### config.mk
export PLATFORM = sky130hd
export DESIGN_NAME = execute_muldiv_ctrl
export DESIGN_NICKNAME = d
export VERILOG_FILES = /design/src/rtl/execute_muldiv_ctrl.sv
export SDC_FILE = /design/constraint.sdc
export NUM_CORES = 1
export LEC_CHECK = 0
export BUFFER_PORTS_ARGS = -buffer_cell sky130_fd_sc_hd__buf_2
export CAP_MARGIN = 20
export CORE_MARGIN = 2
export CORE_UTILIZATION = 38
export CTS_CLUSTER_DIAMETER = 120
export DETAILED_ROUTE_END_ITERATION = 16
export GPL_TIMING_DRIVEN = 0
export HOLD_SLACK_MARGIN = 0.12
export SYNTH_ARGS = -nofsm -noshare
export SYNTH_HDL_FRONTEND = slang
export SYNTH_SLANG_ARGS = --single-unit
### constraint.sdc
create_clock -name clk -period 5.3 [get_ports clk]
set_input_delay 0.265 -clock clk [delete_from_list [all_inputs] [get_ports clk]]
set_output_delay 0.265 -clock clk [all_outputs]
set_load 0.05 [all_outputs]
### src/rtl/execute_muldiv_ctrl.sv
`default_nettype none
// ============================================================================
// Module   : execute_muldiv_ctrl
// Purpose  : Iterative RV32M multiply/divide sequencer for the execute stage.
//            It accepts one M-extension op, stalls the front of the pipeline
//            while it iterates for XLEN cycles, then presents the result for
//            a single cycle. Divide-by-zero and signed overflow finish on a
//            one-cycle fast path.
// Ports    : clk, rst (async, active-high)
//            Start_E, MulDivOp_E, SrcA_E, SrcB_E, Flush_E  <- execute stage
//            Stall_E                                       -> hazard unit
//            MulDivValid_M, MulDivResult_M                 -> EX/MEM boundary
//            Busy                                          -> status
// Revision : 1.0 - initial release
// ============================================================================
module execute_muldiv_ctrl #(
    parameter int XLEN  = 32,
    parameter int CNT_W = 6
) (
    input  logic            clk,
    input  logic            rst,
    input  logic            Start_E,
    input  logic [2:0]      MulDivOp_E,
    input  logic [XLEN-1:0] SrcA_E,
    input  logic [XLEN-1:0] SrcB_E,
    input  logic            Flush_E,
    output logic            Stall_E,
    output logic            MulDivValid_M,
    output logic [XLEN-1:0] MulDivResult_M,
    output logic            Busy
);

    localparam logic [1:0]       c_STATE_IDLE = 2'd0;
    localparam logic [1:0]       c_STATE_BUSY = 2'd1;
    localparam logic [1:0]       c_STATE_DONE = 2'd2;
    localparam logic [CNT_W-1:0] c_LAST_ITER  = CNT_W'(XLEN - 1);
    localparam logic [XLEN-1:0]  c_INT_MIN    = {1'b1, {(XLEN-1){1'b0}}};

    logic [1:0]        r_state;
    logic [1:0]        w_nextState;
    logic [CNT_W-1:0]  r_cnt;
    logic [2:0]        r_op;
    logic              r_neg;
    // Mul: {r_hi,r_lo} is the product/multiplier pair, r_mcand = |A|.
    // Div: r_hi = partial remainder, r_lo = dividend/quotient, r_mcand = |B|.
    logic [XLEN-1:0]   r_hi;
    logic [XLEN-1:0]   r_lo;
    logic [XLEN-1:0]   r_mcand;
    logic [XLEN-1:0]   r_result;
    logic              r_valid;

    // ---------------- operand decode at accept ----------------
    logic            w_isDiv, w_aSigned, w_bSigned, w_aNeg, w_bNeg, w_resNeg;
    logic [XLEN-1:0] w_absA, w_absB;
    logic            w_divByZero, w_overflow, w_fast, w_accept;
    logic [XLEN-1:0] w_fastResult;

    assign w_isDiv     = MulDivOp_E[2];
    assign w_aSigned   = (MulDivOp_E != 3'd3) && (MulDivOp_E != 3'd5) && (MulDivOp_E != 3'd7);
    assign w_bSigned   = (MulDivOp_E == 3'd0) || (MulDivOp_E == 3'd1) ||
                         (MulDivOp_E == 3'd4) || (MulDivOp_E == 3'd6);
    assign w_aNeg      = w_aSigned & SrcA_E[XLEN-1];
    assign w_bNeg      = w_bSigned & SrcB_E[XLEN-1];
    assign w_absA      = w_aNeg ? -SrcA_E : SrcA_E;
    assign w_absB      = w_bNeg ? -SrcB_E : SrcB_E;
    // Remainder takes the dividend's sign; everything else is the product of signs.
    assign w_resNeg    = (MulDivOp_E == 3'd6) ? w_aNeg : (w_aNeg ^ w_bNeg);

    assign w_divByZero = w_isDiv && (SrcB_E == '0);
    assign w_overflow  = w_isDiv && !MulDivOp_E[0] && (SrcA_E == c_INT_MIN) && (SrcB_E == '1);
    assign w_fast      = w_divByZero | w_overflow;
    // MulDivOp_E[1] distinguishes REM/REMU from DIV/DIVU.
    assign w_fastResult = w_divByZero ? (MulDivOp_E[1] ? SrcA_E : '1)
                                      : (MulDivOp_E[1] ? '0     : SrcA_E);

    assign w_accept    = (r_state == c_STATE_IDLE) && Start_E && !Flush_E;

    // ---------------- one iteration step ----------------
    logic [XLEN:0]   w_mulSum, w_divShift, w_divDiff;
    logic            w_divFits;
    logic [XLEN-1:0] w_stepHi, w_stepLo;

    assign w_mulSum   = {1'b0, r_hi} + (r_lo[0] ? {1'b0, r_mcand} : '0);
    assign w_divShift = {r_hi, r_lo[XLEN-1]};
    assign w_divDiff  = w_divShift - {1'b0, r_mcand};
    assign w_divFits  = !w_divDiff[XLEN];

    assign w_stepHi = r_op[2] ? (w_divFits ? w_divDiff[XLEN-1:0] : w_divShift[XLEN-1:0])
                              : w_mulSum[XLEN:1];
    assign w_stepLo = r_op[2] ? {r_lo[XLEN-2:0], w_divFits}
                              : {w_mulSum[0], r_lo[XLEN-1:1]};

    // ---------------- result formatting after the last step ----------------
    logic [2*XLEN-1:0] w_prod, w_prodSigned;
    logic [XLEN-1:0]   w_quo, w_rem, w_finalResult;

    assign w_prod       = {w_stepHi, w_stepLo};
    assign w_prodSigned = r_neg ? -w_prod : w_prod;
    assign w_quo        = r_neg ? -w_stepLo : w_stepLo;
    assign w_rem        = r_neg ? -w_stepHi : w_stepHi;

    always_comb begin
        w_finalResult = '0;
        case (r_op)
            3'd0:                w_finalResult = w_prodSigned[XLEN-1:0];
            3'd1, 3'd2, 3'd3:    w_finalResult = w_prodSigned[2*XLEN-1:XLEN];
            3'd4, 3'd5:          w_finalResult = w_quo;
            default:             w_finalResult = w_rem;
        endcase
    end

    // ---------------- FSM ----------------
    always_comb begin
        w_nextState = r_state;
        case (r_state)
            c_STATE_IDLE: if (w_accept) w_nextState = w_fast ? c_STATE_DONE : c_STATE_BUSY;
            c_STATE_BUSY: begin
                if (Flush_E)                  w_nextState = c_STATE_IDLE;
                else if (r_cnt == c_LAST_ITER) w_nextState = c_STATE_DONE;
            end
            // New ops are never accepted here; the pipeline advances this cycle.
            c_STATE_DONE: w_nextState = c_STATE_IDLE;
            default:      w_nextState = c_STATE_IDLE;
        endcase
    end

    always_ff @(posedge clk or posedge rst) begin
        if (rst) begin
            r_state  <= c_STATE_IDLE;
            r_cnt    <= '0;
            r_op     <= '0;
            r_neg    <= 1'b0;
            r_hi     <= '0;
            r_lo     <= '0;
            r_mcand  <= '0;
            r_result <= '0;
            r_valid  <= 1'b0;
        end else begin
            r_state <= w_nextState;
            r_valid <= 1'b0;
            if (w_accept) begin
                r_op    <= MulDivOp_E;
                r_neg   <= w_resNeg;
                r_cnt   <= '0;
                r_hi    <= '0;
                r_lo    <= w_isDiv ? w_absA : w_absB;
                r_mcand <= w_isDiv ? w_absB : w_absA;
                if (w_fast) begin
                    r_result <= w_fastResult;
                    r_valid  <= 1'b1;
                end
            end else if (r_state == c_STATE_BUSY) begin
                if (Flush_E) begin
                    r_cnt <= '0;
                end else begin
                    r_hi  <= w_stepHi;
                    r_lo  <= w_stepLo;
                    r_cnt <= r_cnt + CNT_W'(1);
                    if (r_cnt == c_LAST_ITER) begin
                        r_cnt    <= '0;
                        r_result <= w_finalResult;
                        r_valid  <= 1'b1;
                    end
                end
            end
        end
    end

    assign Stall_E        = w_accept || (r_state == c_STATE_BUSY);
    assign Busy           = (r_state != c_STATE_IDLE);
    assign MulDivValid_M  = r_valid;
    assign MulDivResult_M = r_result;

endmodule
`default_nettype wire

; ---- Word-level counts from Yosys, hierarchy flattened
; Index checks and enable logic that the tools add are counted.
; W data, S select, Z words.
[op_classes]
add_sub_neg = 8
eq_ne = 19
n_mux = 41
n_bitwise = 4
reduce_logical = 27
[op_table]
columns = operator, count
row1 = $mux W32, 24
row2 = $neg A32 Y32, 4
row3 = $pmux W32 S3, 1
row4 = $eq A32 B32 Y1 const B, 2
row5 = $mux W64, 1
row6 = $neg A64 Y64, 1
row7 = $add A32 B32 Y33, 1
row8 = $sub A33 B32 Y33, 1
row9 = $logic_not A32 Y1, 1
row10 = $mux W6, 4
row11 = $eq A3 B3 Y1 const B, 4
row12 = $ne A3 B3 Y1 const B, 3
row13 = $logic_and A1 B1 Y1, 8
row14 = $mux W2, 4
row15 = $add A6 B1 Y6 const B, 1
row16 = $eq A3 B1 Y1 const B, 2
row17 = $eq A3 B2 Y1 const B, 2
row18 = $eq A6 B5 Y1 const B, 1
row19 = $logic_not A3 Y1, 2
row20 = $mux W1, 6
row21 = $reduce_bool A2 Y1, 3
row22 = $logic_or A1 B1 Y1, 4
row23 = $ne A2 B2 Y1 const B, 2
row24 = $pmux W2 S2, 1
row25 = other kinds (12), 16
[word_totals]
ff_bits = 141
output_inout_bits = 35
word_cells = 108

; ---- Longest topological paths before layout
; Gate-level depths: netlist of run 1.
[logic_depth]
word_depth = 10
mapped_depth = 26
depth_no_buf = 25

; ---- Worst setup path after synthesis of run 1
; OpenSTA, ideal clock, no wires.
[synth_path]
path_kind = register to register
from = register r_lo[31]
to = register r_result[12] (netlist: MulDivResult_M[12])
setup_ns = 0.125
arrival_ns = 5.337
required_ns = 5.175
setup_slack_ns = -0.162
stages_incl_launch_ff = 26
n_path_buf = 1
cell_sequence = dfrtp_1 inv_1 ha_1 inv_1 fa_1 a211oi_2 o211ai_2 a211oi_4 nand4bb_4 mux2_4 nor2_1 buf_2 a21oi_1 ha_1 inv_1 a2111oi_2 nand3_1 or4_1 nor2_1 nand3_1 nand2_1 nand3_1 a31o_1 a2111oi_1 a21oi_1 mux2_2
[synth_via]
elab_chain_len = 10
elab_cells_between_ends = 16
[synth_lines]
columns = item, line_no
row1 = start: declaration, 47  ; logic [XLEN-1:0] r_lo;
row2 = start signal: assignment, 146  ; r_lo <= w_isDiv ? w_absA : w_absB;
row3 = start signal: assignment, 157  ; r_lo <= w_stepLo;
row4 = $sub A33 B32 Y33, 85  ; assign w_divDiff = w_divShift - {1'b0, r_mcand};
row5 = $mux W32 or $logic_not A1 Y1 (tied branches), "88, 86"
row6 = $mux W32 (on tied branches), "88, 90"
row7 = $neg A64 Y64 (tied with other cells), 98  ; assign w_prodSigned = r_neg ? -w_prod : w_prod;
row8 = $mux W64 (tied with other cells), 98
row9 = $pmux W32 S3 (*), 104  ; case (r_op)
row10 = $mux W32 (*), 159  ; if (r_cnt == c_LAST_ITER) begin
row11 = $mux W32 (*), 153  ; if (Flush_E) begin
row12 = $mux W32 (*), 152  ; end else if (r_state == c_STATE_BUSY) begin
row13 = $mux W32 (*), 141  ; if (w_accept) begin
row14 = end signal: assignment, 149  ; r_result <= w_fastResult;
row15 = end signal: assignment, 161  ; r_result <= w_finalResult;
row16 = end: declaration, 49  ; logic [XLEN-1:0] r_result;
; Every way passes the cells marked *; elsewhere a longest branch is shown, timed or not. The select of a mux whose other input is x is not followed.
; A chain may end at the register's enable or synchronous reset.

; ---- Worst setup path after layout of run 1
[layout_path]
from = register r_hi[23]
to = register r_result[2] (netlist: MulDivResult_M[2])
[layout_via]
elab_chain_len = 10
elab_cells_between_ends = 16
[layout_lines]
columns = item, line_no
row1 = start: declaration, 46  ; logic [XLEN-1:0] r_hi;
row2 = start signal: assignment, 156  ; r_hi <= w_stepHi;
row3 = $sub A33 B32 Y33 (*), 85
row4 = $mux W32 or $logic_not A1 Y1 (tied branches), "88, 86"
row5 = $mux W32 (on tied branches), "88, 90"
row6 = $neg A64 Y64 (tied with other cells), 98
row7 = $mux W64 (tied with other cells), 98
row8 = $pmux W32 S3 (*), 104
row9 = $mux W32 (*), 159
row10 = $mux W32 (*), 153
row11 = $mux W32 (*), 152
row12 = $mux W32 (*), 141
; Marked as above.

==> results of run 1 <==
per-stage QoR:
step | std cells | hold WS (ns) | worst slack, ns
CTS | 2898 | 0.169 | -0.148
global placement | 2827 | 0.463 | -1.76
detailed placement | 2828 | 0.426 | -1.71
floorplan | 2186 | 0.370 | 0.0264
global route | 2934 | 0.211 | -0.174
finish | 2938 | 0.161 | -0.0761
Yosys cell counts (29+ instances only):
library cell | number | share of area
dfrtp_1 | 141 | 0.22
inv_1 | 78 | 0.018
clkbuf_1 | 104 | 0.024
nor2_1 | 150 | 0.035
and2_1 | 47 | 0.018
o21ai_0 | 221 | 0.069
nand4_1 | 31 | 0.012
o211ai_1 | 61 | 0.028
nand3_1 | 37 | 0.011
xor2_1 | 69 | 0.038
mux2i_1 | 41 | 0.025
xnor2_1 | 92 | 0.050
o31ai_1 | 29 | 0.014
nand2_1 | 278 | 0.065
nor3_1 | 72 | 0.022
ha_1 | 70 | 0.054
a21oi_1 | 207 | 0.064
cell families (layout without fill, tap and decap cells):
family / after synthesis / count (layout) / share of synthesized area
AO/OA/AOI/OAI: 791 / 791 / 0.321
adder cells (fa/ha/maj): 72 / 72 / 0.0569
AND/OR/NAND/NOR: 751 / 752 / 0.229
buffers and inverters: 220 / 427 / 0.0554
flip-flops: 141 / 141 / 0.219
multiplexers: 50 / 50 / 0.0322
XOR/XNOR: 161 / 161 / 0.0875
other: 0 / 5 / 0
flip-flops by register name, indices dropped and copies added (netlist names):
register / count
MulDivResult_M: 32
r_hi: 32
r_lo: 32
r_mcand: 32
r_cnt: 6
r_op: 3
r_state: 2
MulDivValid_M: 1
r_neg: 1
power groups by stage:
stage	Combinational [mW]	Sequential, mW	Clock, mW
finish	8.34	1.70	1.31
global route	8.78	1.72	1.34
CTS	7.57	1.68	1.31
detailed placement	6.98	1.70	0
global placement	6.93	1.69	0
floorplan	4.77	1.53	0
repair_timing:
item	CTS	global route
resized for setup	91	71
setup endpoints to repair	33	29
endpoints found under the hold margin	70	0
buffers inserted	36	37
gates cloned	1	0
hold buffers	2	0
pin swaps	43	42
final timing paths:
kind                                            to  cells past startpoint  slack (ns)              start
worst max-delay path             MulDivResult_M[2]                     25       -0.08           r_hi[23]
worst min-delay path                   r_mcand[31]                      3        0.16         SrcB_E[31]
worst max register to register   MulDivResult_M[2]                     25       -0.08           r_hi[23]
worst min register to register   MulDivResult_M[4]                      2        0.48  MulDivResult_M[4]
max in group asynchronous       MulDivResult_M[28]                      4        3.97                rst
min in group asynchronous               r_mcand[9]                      3        0.47                rst
routing by layer:
layer,track usage,vias up,wire (um)
li1,-,8473,-
met1,0.445,9173,32000
met2,0.588,1099,36600
met3,0.0802,307,7410
met4,0.237,2,6630
met5,0.0189,-,113
critical path, stage by stage, from the launching register on:
cell       delay (ns)
dfrtp_1          0.44
ha_1             0.30
buf_2            0.26
and4_4           0.35
o21a_1           0.20
o31ai_4          0.13
o21a_1           0.21
buf_2            0.19
nand2_1          0.31
nor2_4           0.11
a21oi_4          0.18
ha_4             0.18
inv_2            0.05
a2111oi_4        0.29
nand3_2          0.14
or4_4            0.48
nor2_4           0.13
nand3_4          0.15
clkbuf_16        0.21
buf_12           0.15
nand2_2          0.06
nand2_1          0.05
a31oi_1          0.20
nand2_1          0.09
o211ai_1         0.21
a31oi_1          0.13
final cells by class:
class / instances / share of cell area
Antenna cell: 5 / 0.000648
Clock inverter: 15 / 0.00920
Inverter: 78 / 0.0155
Buffer: 140 / 0.0328
Clock buffer: 17 / 0.0220
Timing Repair Buffer: 177 / 0.0586
Tap cell: 539 / 0.0349
Multi-Input combinational cell: 1826 / 0.643
Sequential cell: 141 / 0.183
==> results.py, run 1 <==
metrics = {
    "drt": {
        "drc_errors": 0,
        "wl_per_cell_um": 28.1,
        "dr.pass1.iters": 7,
        "drt_iter0_markers": 1861,
        "postRouteAntennaNets": 0,
        "wirelength_um": 82700,
        "viasPerCell": 6.49,
        "via_count": 19100,
    },
    "die": {
        "die_area_um2": 44100,
        "die_x_um": 210,
        "core_um2": 41900,
        "num_rows": 75,
        "pin_count": 106,
        "die_h_um": 210,
        "start_util": 0.385,
    },
    "clocking": {
        "cts_root_buffer": "clkbuf_16",
        "cts.sinks": 141,
        "numCtsBuffers": 17,
        "clk_latency_ns": 0.47,
        "cts_buffer_depth": 2,
        "ctsHtreeMaxLevel": 4,
        "cts_tree": "done",
        "path_clk_slew_ns": 0.07,
    },
    "critical_path": {
        "cp.arrival_ns": 5.69,
        "worstPathRequired_ns": 5.61,
        "startpoint_type": "flop",
        "end_kind": "flop",
        "critPathMaxFanout": 10,
        "path_class": "flop to flop",
    },
    "global_route": {
        "antenna_found_initial": 10,
        "grt_pass1_wl_um": 119000,
        "grt_usage": 0.367,
        "overflow": 0,
        "grt_pass1_vias": 17900,
        "grt_max_degree": 73,
    },
    "power_and_ir_drop": {
        "intPower_mw": 4.92,
        "netSwitchingFraction": 0.567,
        "irDropWorstVdd_mv": 0.281,
        "pwr-share-clk": 0.116,
        "p_switching_mw": 6.44,
        "seq_power_share": 0.150,
        "powerDensity_nw_per_um2": 588,
        "p_leak_nw": 7.83,
        "comb_power_share": 0.735,
        "finalPower_mw": 11.4,
    },
    "yosys": {
        "synthCells": 2186,
        "synth_seq_cells": 141,
        "ys.flop_type": "dfrtp_1",
        "synth_edf_count": 0,
        "async_flop_share": 1.00,
        "syn_area_per_cell_um2": 7.37,
        "synth-seq-area-share": 0.219,
        "synth_fp_nets": 2329,
        "yosysUniqueCellTypes": 105,
        "synthesis.area_um2": 16100,
        "yosysWarnings": 0,
    },
    "place": {
        "port_buffers": 102,
        "gp_congestion": 1.01,
        "dpl.hpwl_um": 66200,
        "place_area_um2": 17400,
    },
    "outcome": {
        "violations": "setup timing",
        "outcome": "finished with violations",
    },
    "final_layout": {
        "nets": 2524,
        "multi_input_area_um2": 12400,
        "synthToLayoutAreaGrowth_pct": 19.9,
        "final_cell_mix": "nand2_1 (273), o21ai_0 (209), a21oi_1 (203)",
        "final_area_um2": 19300,
        "seq_area_um2": 3530,
        "layout_commonest_cell": "nand2_1",
        "post-route-util": 0.462,
        "fillers": 4332,
        "drive_gt1_frac": 0.166,
    },
    "timing": {
        "max_freq_ghz": 0.186,
        "setup_tns_ns": -0.360,
        "relSlewSlack": 0.172,
        "hold_viol": 0,
        "period_share": 1.01,
        "setup_slack_ns": -0.0761,
        "fin_crit_ns": 5.38,
        "drv_slew": 0,
        "fin_worst_skew_ns": 0.0257,
        "worstMarginPinSlew_ns": 1.24,
        "finalSetupViolCount": 8,
        "rsz0062_at_grt": "true",
    },
    "min_path": {
        "hp-class": "primary input to flop",
    },
    "job": {
        "cap_violations": 0,
    },
}
(Power assumes the default switching activity.)
==> inputs of run 2 (changes only) <==
clock period = 6.1 ns   (was 5.3 ns; I/O delays follow)
==> run 2 against run 1 <==
Compared with the run above:
- the flow still finishes with violations (setup timing)
- worst hold slack better by 0.033 ns
- setup slack worse by 0.066 ns
- die area stayed put
- critical path type unchanged
- critical endpoint is now MulDivResult_M[13]
- largest power group unchanged
==> results.py, run 2 (synthesized netlist as in run 1, its figures left out) <==
metrics = {
    "outcome": {
        "outcome": "finished with violations",
        "violations": "setup timing",
    },
    "timing": {
        "hold_viol": 0,
        "relSlewSlack": 0.230,
        "finalSetupViolCount": 1,
        "period_share": 1.02,
        "setup_slack_ns": -0.142,
        "fin_crit_ns": 6.24,
        "max_freq_ghz": 0.160,
        "fin_worst_skew_ns": 0.0123,
        "worstMarginPinSlew_ns": 1.15,
        "drv_slew": 0,
    },
    "power_and_ir_drop": {
        "p_leak_nw": 7.41,
        "powerDensity_nw_per_um2": 494,
        "pwr-share-clk": 0.122,
        "intPower_mw": 3.81,
        "finalPower_mw": 9.04,
        "comb_power_share": 0.716,
        "netSwitchingFraction": 0.579,
        "irDropWorstVdd_mv": 0.210,
        "p_switching_mw": 5.23,
        "seq_power_share": 0.163,
    },
    "final_layout": {
        "final_cell_mix": "nand2_1 (277), o21ai_0 (221), a21oi_1 (205)",
        "nets": 2467,
        "drive_gt1_frac": 0.115,
        "multi_input_area_um2": 11900,
        "layoutNonFillerInstCount": 2877,
        "layout_commonest_cell": "nand2_1",
        "seq_area_um2": 3530,
        "synthToLayoutAreaGrowth_pct": 13.6,
        "fillers": 4329,
    },
    "place": {
        "placed_cells": 2828,
        "dpl.hpwl_um": 64400,
        "port_buffers": 102,
        "gp_congestion": 1.06,
    },
    "global_route": {
        "antenna_found_initial": 8,
        "grt_pass1_wl_um": 115000,
        "grt_max_degree": 74,
        "grt_pass1_vias": 17300,
        "overflow": 0,
        "grt_usage": 0.356,
    },
    "clocking": {
        "path_clk_slew_ns": 0.07,
        "cts_tree": "done",
        "numCtsBuffers": 17,
        "cts_root_buffer": "clkbuf_16",
        "ctsHtreeMaxLevel": 4,
        "cts_buffer_depth": 2,
        "cts.sinks": 141,
        "clk_latency_ns": 0.46,
    },
    "die": {
        "core_um2": 41900,
        "start_util": 0.385,
        "die_h_um": 210,
        "die_area_um2": 44100,
        "pin_count": 106,
        "num_rows": 75,
        "die_x_um": 210,
    },
    "drt": {
        "drt_iter0_markers": 2247,
        "postRouteAntennaNets": 0,
        "viasPerCell": 6.44,
        "drc_errors": 0,
        "wl_per_cell_um": 27.6,
        "via_count": 18500,
        "dr.pass1.iters": 7,
        "wirelength_um": 79300,
    },
    "job": {
        "cap_violations": 0,
    },
    "critical_path": {
        "critPathMaxFanout": 10,
        "end_kind": "flop",
        "path_class": "flop to flop",
        "cp.arrival_ns": 6.56,
        "worstPathRequired_ns": 6.42,
        "startpoint_type": "flop",
    },
    "min_path": {
        "hp-class": "primary input to flop",
    },
}
run 2: cell types whose count changed in the layout (fill, tap and decap cells not counted), sizes merged, moves of 2 or more:
cell	delta
buf	-56
diode	-4
inv	+2
clkinvlp	-2
clkinv	+2
bufinv	-2
run 2: layout make-up:
class                           instances  area share
Tap cell                              539      0.0369
Buffer                                142      0.0351
Clock inverter                         15     0.00903
Timing Repair Buffer                  119      0.0362
Multi-Input combinational cell       1825       0.650
Antenna cell                            1    0.000137
Sequential cell                       141       0.193
Clock buffer                           17      0.0233
Inverter                               78      0.0163
run 2: per-stage QoR:
step	hold slack, ns	cell area (um^2)	TNS (ns)	utilization	setup WS (ns)
2_1_floorplan	0.410	16100	0	-	0.638
3_3_place_gp	0.465	17300	-16.50	0.413	-1.38
3_5_place_dp	0.470	17300	-16.02	0.414	-1.35
4_1_cts	0.181	18100	0	0.433	0.0108
5_1_grt	0.229	18300	-0.0485	0.437	-0.0453
6_report	0.194	18300	-0.142	0.437	-0.142
run 2: worst max-delay path: stages, from the launching register on:
cell             delay (ns)
dfrtp_1                0.35
buf_2                  0.24
buf_2                  0.34
buf_2                  0.39
buf_2                  0.39
buf_1                  0.61
clkdlybuf4s15_1        0.82
clkdlybuf4s15_1        0.84
clkbuf_2               0.54
mux2i_1                0.40
xor2_1                 0.37
nor2_1                 0.12
a311oi_1               0.49
o21ai_0                0.16
run 2: worst paths after layout:
| check | start | end | slack (ns) | cells after the start |
|---|---|---|---|---|
| min in group asynchronous | rst | r_mcand[8] | 0.50 | 3 |
| max | r_op[2] | MulDivResult_M[13] | -0.14 | 13 |
| max in group asynchronous | rst | MulDivResult_M[18] | 4.77 | 4 |
| min reg2reg | MulDivResult_M[1] | MulDivResult_M[1] | 0.49 | 2 |
| min | SrcB_E[31] | r_mcand[31] | 0.19 | 3 |
| max reg2reg | r_op[2] | MulDivResult_M[13] | -0.14 | 13 |
run 2: per-layer routing:
| metal | vias to the layer above | global-route usage | share of wire |
|---|---|---|---|
| li1 | 8337 | - | - |
| met1 | 8850 | 0.450 | 0.40 |
| met4 | 2 | 0.224 | 0.076 |
| met2 | 1085 | 0.561 | 0.43 |
| met5 | - | 0 | 0.00021 |
| met3 | 267 | 0.0661 | 0.090 |
run 2: what timing repair did:
item,4_1_cts,5_1_grt
setup buffers,5,8
hold buffers,2,0
endpoints found under the setup margin,17,20
endpoints found under the hold margin,69,0
resized for setup,31,15
pin swaps,10,13
cloned,0,0
run 2: power by group through the flow:
stage	registers, mW	logic (mW)	clock network [mW]
final	1.47	6.47	1.10
after global routing	1.49	6.84	1.13
after CTS	1.45	6.16	1.10
after detailed placement	1.47	6.02	0
after global placement	1.46	5.98	0
after floorplan	1.33	4.14	0
==> inputs of run 3 (changes only) <==
CORE_MARGIN = unset   (was 2)
TNS_END_PERCENT = 1   (was unset)
==> run 3 against run 2 <==
Compared with the run above:
- the run still ends with setup timing left
- cell area shrank 0.17%
- fmax increased by 1.9%
- combinational power fell by 0.8%
- clock-buffer cell count is the same
- utilization shrank 0.075 points
- routed wire length rose by 0.50%
- clock skew is 0.0055 ns higher
- setup slack better by 0.12 ns
- global-route usage rose by 0.67 points
- final cell count about the same
- total power shrank 0.59%
- critical endpoint unchanged
- largest power group unchanged
==> results.py, run 3 (synthesized netlist as in run 1, its figures left out) <==
metrics = {
    "outcome": {
        "outcome": "finished with violations",
        "violations": "setup timing",
    },
    "global_route": {
        "grt_pass1_wl_um": 116000,
        "grt_usage": 0.363,
        "overflow": 0,
        "grt_max_degree": 76,
        "grt_pass1_vias": 17500,
        "antenna_found_initial": 6,
    },
    "final_layout": {
        "layout_commonest_cell": "nand2_1",
        "synthToLayoutAreaGrowth_pct": 13.4,
        "drive_gt1_frac": 0.116,
        "post-route-util": 0.436,
        "final_cell_mix": "nand2_1 (276), o21ai_0 (220), a21oi_1 (205)",
        "diodes": 0,
        "nets": 2467,
    },
    "critical_path": {
        "reg2reg_slack_ns": -0.03,
        "path_class": "flop to flop",
        "cp.arrival_ns": 6.43,
        "startpoint_type": "flop",
        "rr_worst_depth": 13,
        "setup.worst_path.start": "r_op[2]",
        "reg2reg_to": "MulDivResult_M[13]",
        "end_kind": "flop",
        "critPathMaxFanout": 10,
        "timing.rr.start": "r_op[2]",
        "worstPathRequired_ns": 6.40,
    },
    "place": {
        "port_buffers": 102,
        "gp_congestion": 1.04,
        "dpl.hpwl_um": 64900,
    },
    "power_and_ir_drop": {
        "p_leak_nw": 7.40,
        "finalPower_mw": 8.99,
        "powerDensity_nw_per_um2": 492,
        "irDropWorstVdd_mv": 0.250,
    },
    "min_path": {
        "holdPathEnd": "r_mcand[31]",
        "whs_path_depth": 3,
        "hp-class": "primary input to flop",
        "min_from": "SrcB_E[31]",
    },
    "die": {
        "die_x_um": 208,
        "start_util": 0.385,
        "pin_count": 106,
        "die_h_um": 208,
        "die_area_um2": 43200,
        "core_um2": 41900,
        "num_rows": 75,
    },
    "clocking": {
        "numCtsBuffers": 17,
        "ctsHtreeMaxLevel": 4,
        "path_clk_slew_ns": 0.07,
        "cts_buffer_depth": 2,
        "cts_tree": "done",
        "cts.sinks": 141,
        "clk_latency_ns": 0.46,
        "cts_root_buffer": "clkbuf_16",
    },
    "drt": {
        "postRouteAntennaNets": 0,
        "drt_iter0_markers": 2227,
        "viasPerCell": 6.50,
        "drc_errors": 0,
        "dr.pass1.iters": 8,
        "via_count": 18700,
        "wirelength_um": 79700,
        "wl_per_cell_um": 27.7,
    },
    "timing": {
        "setup_slack_ns": -0.0272,
        "fin_worst_skew_ns": 0.0178,
        "max_freq_ghz": 0.163,
        "finalSetupViolCount": 1,
        "period_share": 1.00,
        "drv_slew": 0,
        "worstMarginPinSlew_ns": 1.11,
        "relSlewSlack": 0.258,
        "fin_crit_ns": 6.13,
        "hold_viol": 0,
        "rsz0062_at_grt": "true",
    },
    "job": {
        "cap_violations": 0,
    },
}
==> run 3: cell types whose count changed in the layout (fill, tap and decap cells not counted), sizes merged <==
cell,previous run,this run
clkdlybuf4s15,2,1
buf,153,154
diode,1,0
clkinvlp,1,2
bufinv,0,1
inv,88,86
==> run 3: worst max path at each step <==
stage	endpoint	slack, ns	cells past startpoint
after CTS	MulDivResult_M[12]	-0.13	25
final	MulDivResult_M[13]	-0.03	13
after detailed placement	MulDivResult_M[12]	-1.44	25
after floorplan	MulDivResult_M[12]	0.64	25
after global routing	MulDivResult_M[12]	-0.07	26
after global placement	MulDivResult_M[12]	-1.43	25
==> run 3: power by group <==
group / total [mW] / internal [mW] / switching [mW]
clock network: 1.09 / 0.579 / 0.511
registers: 1.48 / 1.14 / 0.336
logic: 6.42 / 2.11 / 4.31
==> run 3: area by class of cell <==
class                           instances  area (um^2)
Buffer                                142          627
Clock buffer                           17          425
Clock inverter                         15          156
Fill cell                            4443        23600
Inverter                               78          298
Multi-Input combinational cell       1825        11900
Sequential cell                       141         3530
Tap cell                              539          674
Timing Repair Buffer                  119          663
==> run 3: routing by layer <==
layer | wire [um] | vias to the layer above | part of all wire | global-route usage
met5 | 11 | - | 0.00014 | 0
met4 | 5520 | 2 | 0.069 | 0.226
met3 | 7640 | 230 | 0.096 | 0.0651
met2 | 35000 | 1136 | 0.44 | 0.566
met1 | 31600 | 8986 | 0.40 | 0.464
li1 | - | 8346 | - | -
==> run 3: repair_timing <==
action                     4_1_cts  5_1_grt
setup endpoints to repair       26       22
cloned                           0        0
pin swaps                        9       16
hold buffers                     2        0
hold endpoints to repair        67        0
resized for setup               30       17
setup buffers                    5        8
==> run 3: stage by stage <==
step                      area (um^2)  std cells  worst slack (ns)  setup TNS (ns)  hold slack [ns]
after floorplan                 16100       2186             0.638               0            0.410
after global placement          17300       2827             -1.43          -16.32            0.466
after detailed placement        17300       2828             -1.44          -16.70            0.445
after CTS                       18100       2867            -0.129          -0.217            0.218
after global routing            18300       2876           -0.0745          -0.114            0.234
final                           18300       2876           -0.0272         -0.0272            0.228
==> run 3: worst max-delay path, stage by stage, from the launching register on <==
cell,delay [ns]
dfrtp_1,0.35
buf_2,0.24
buf_2,0.38
buf_2,0.44
buf_2,0.42
buf_1,0.64
clkdlybuf4s15_2,0.65
buf_1,0.70
clkbuf_2,0.50
mux2i_1,0.46
xor2_1,0.31
nor2_1,0.12
a311oi_1,0.56
o21ai_0,0.16
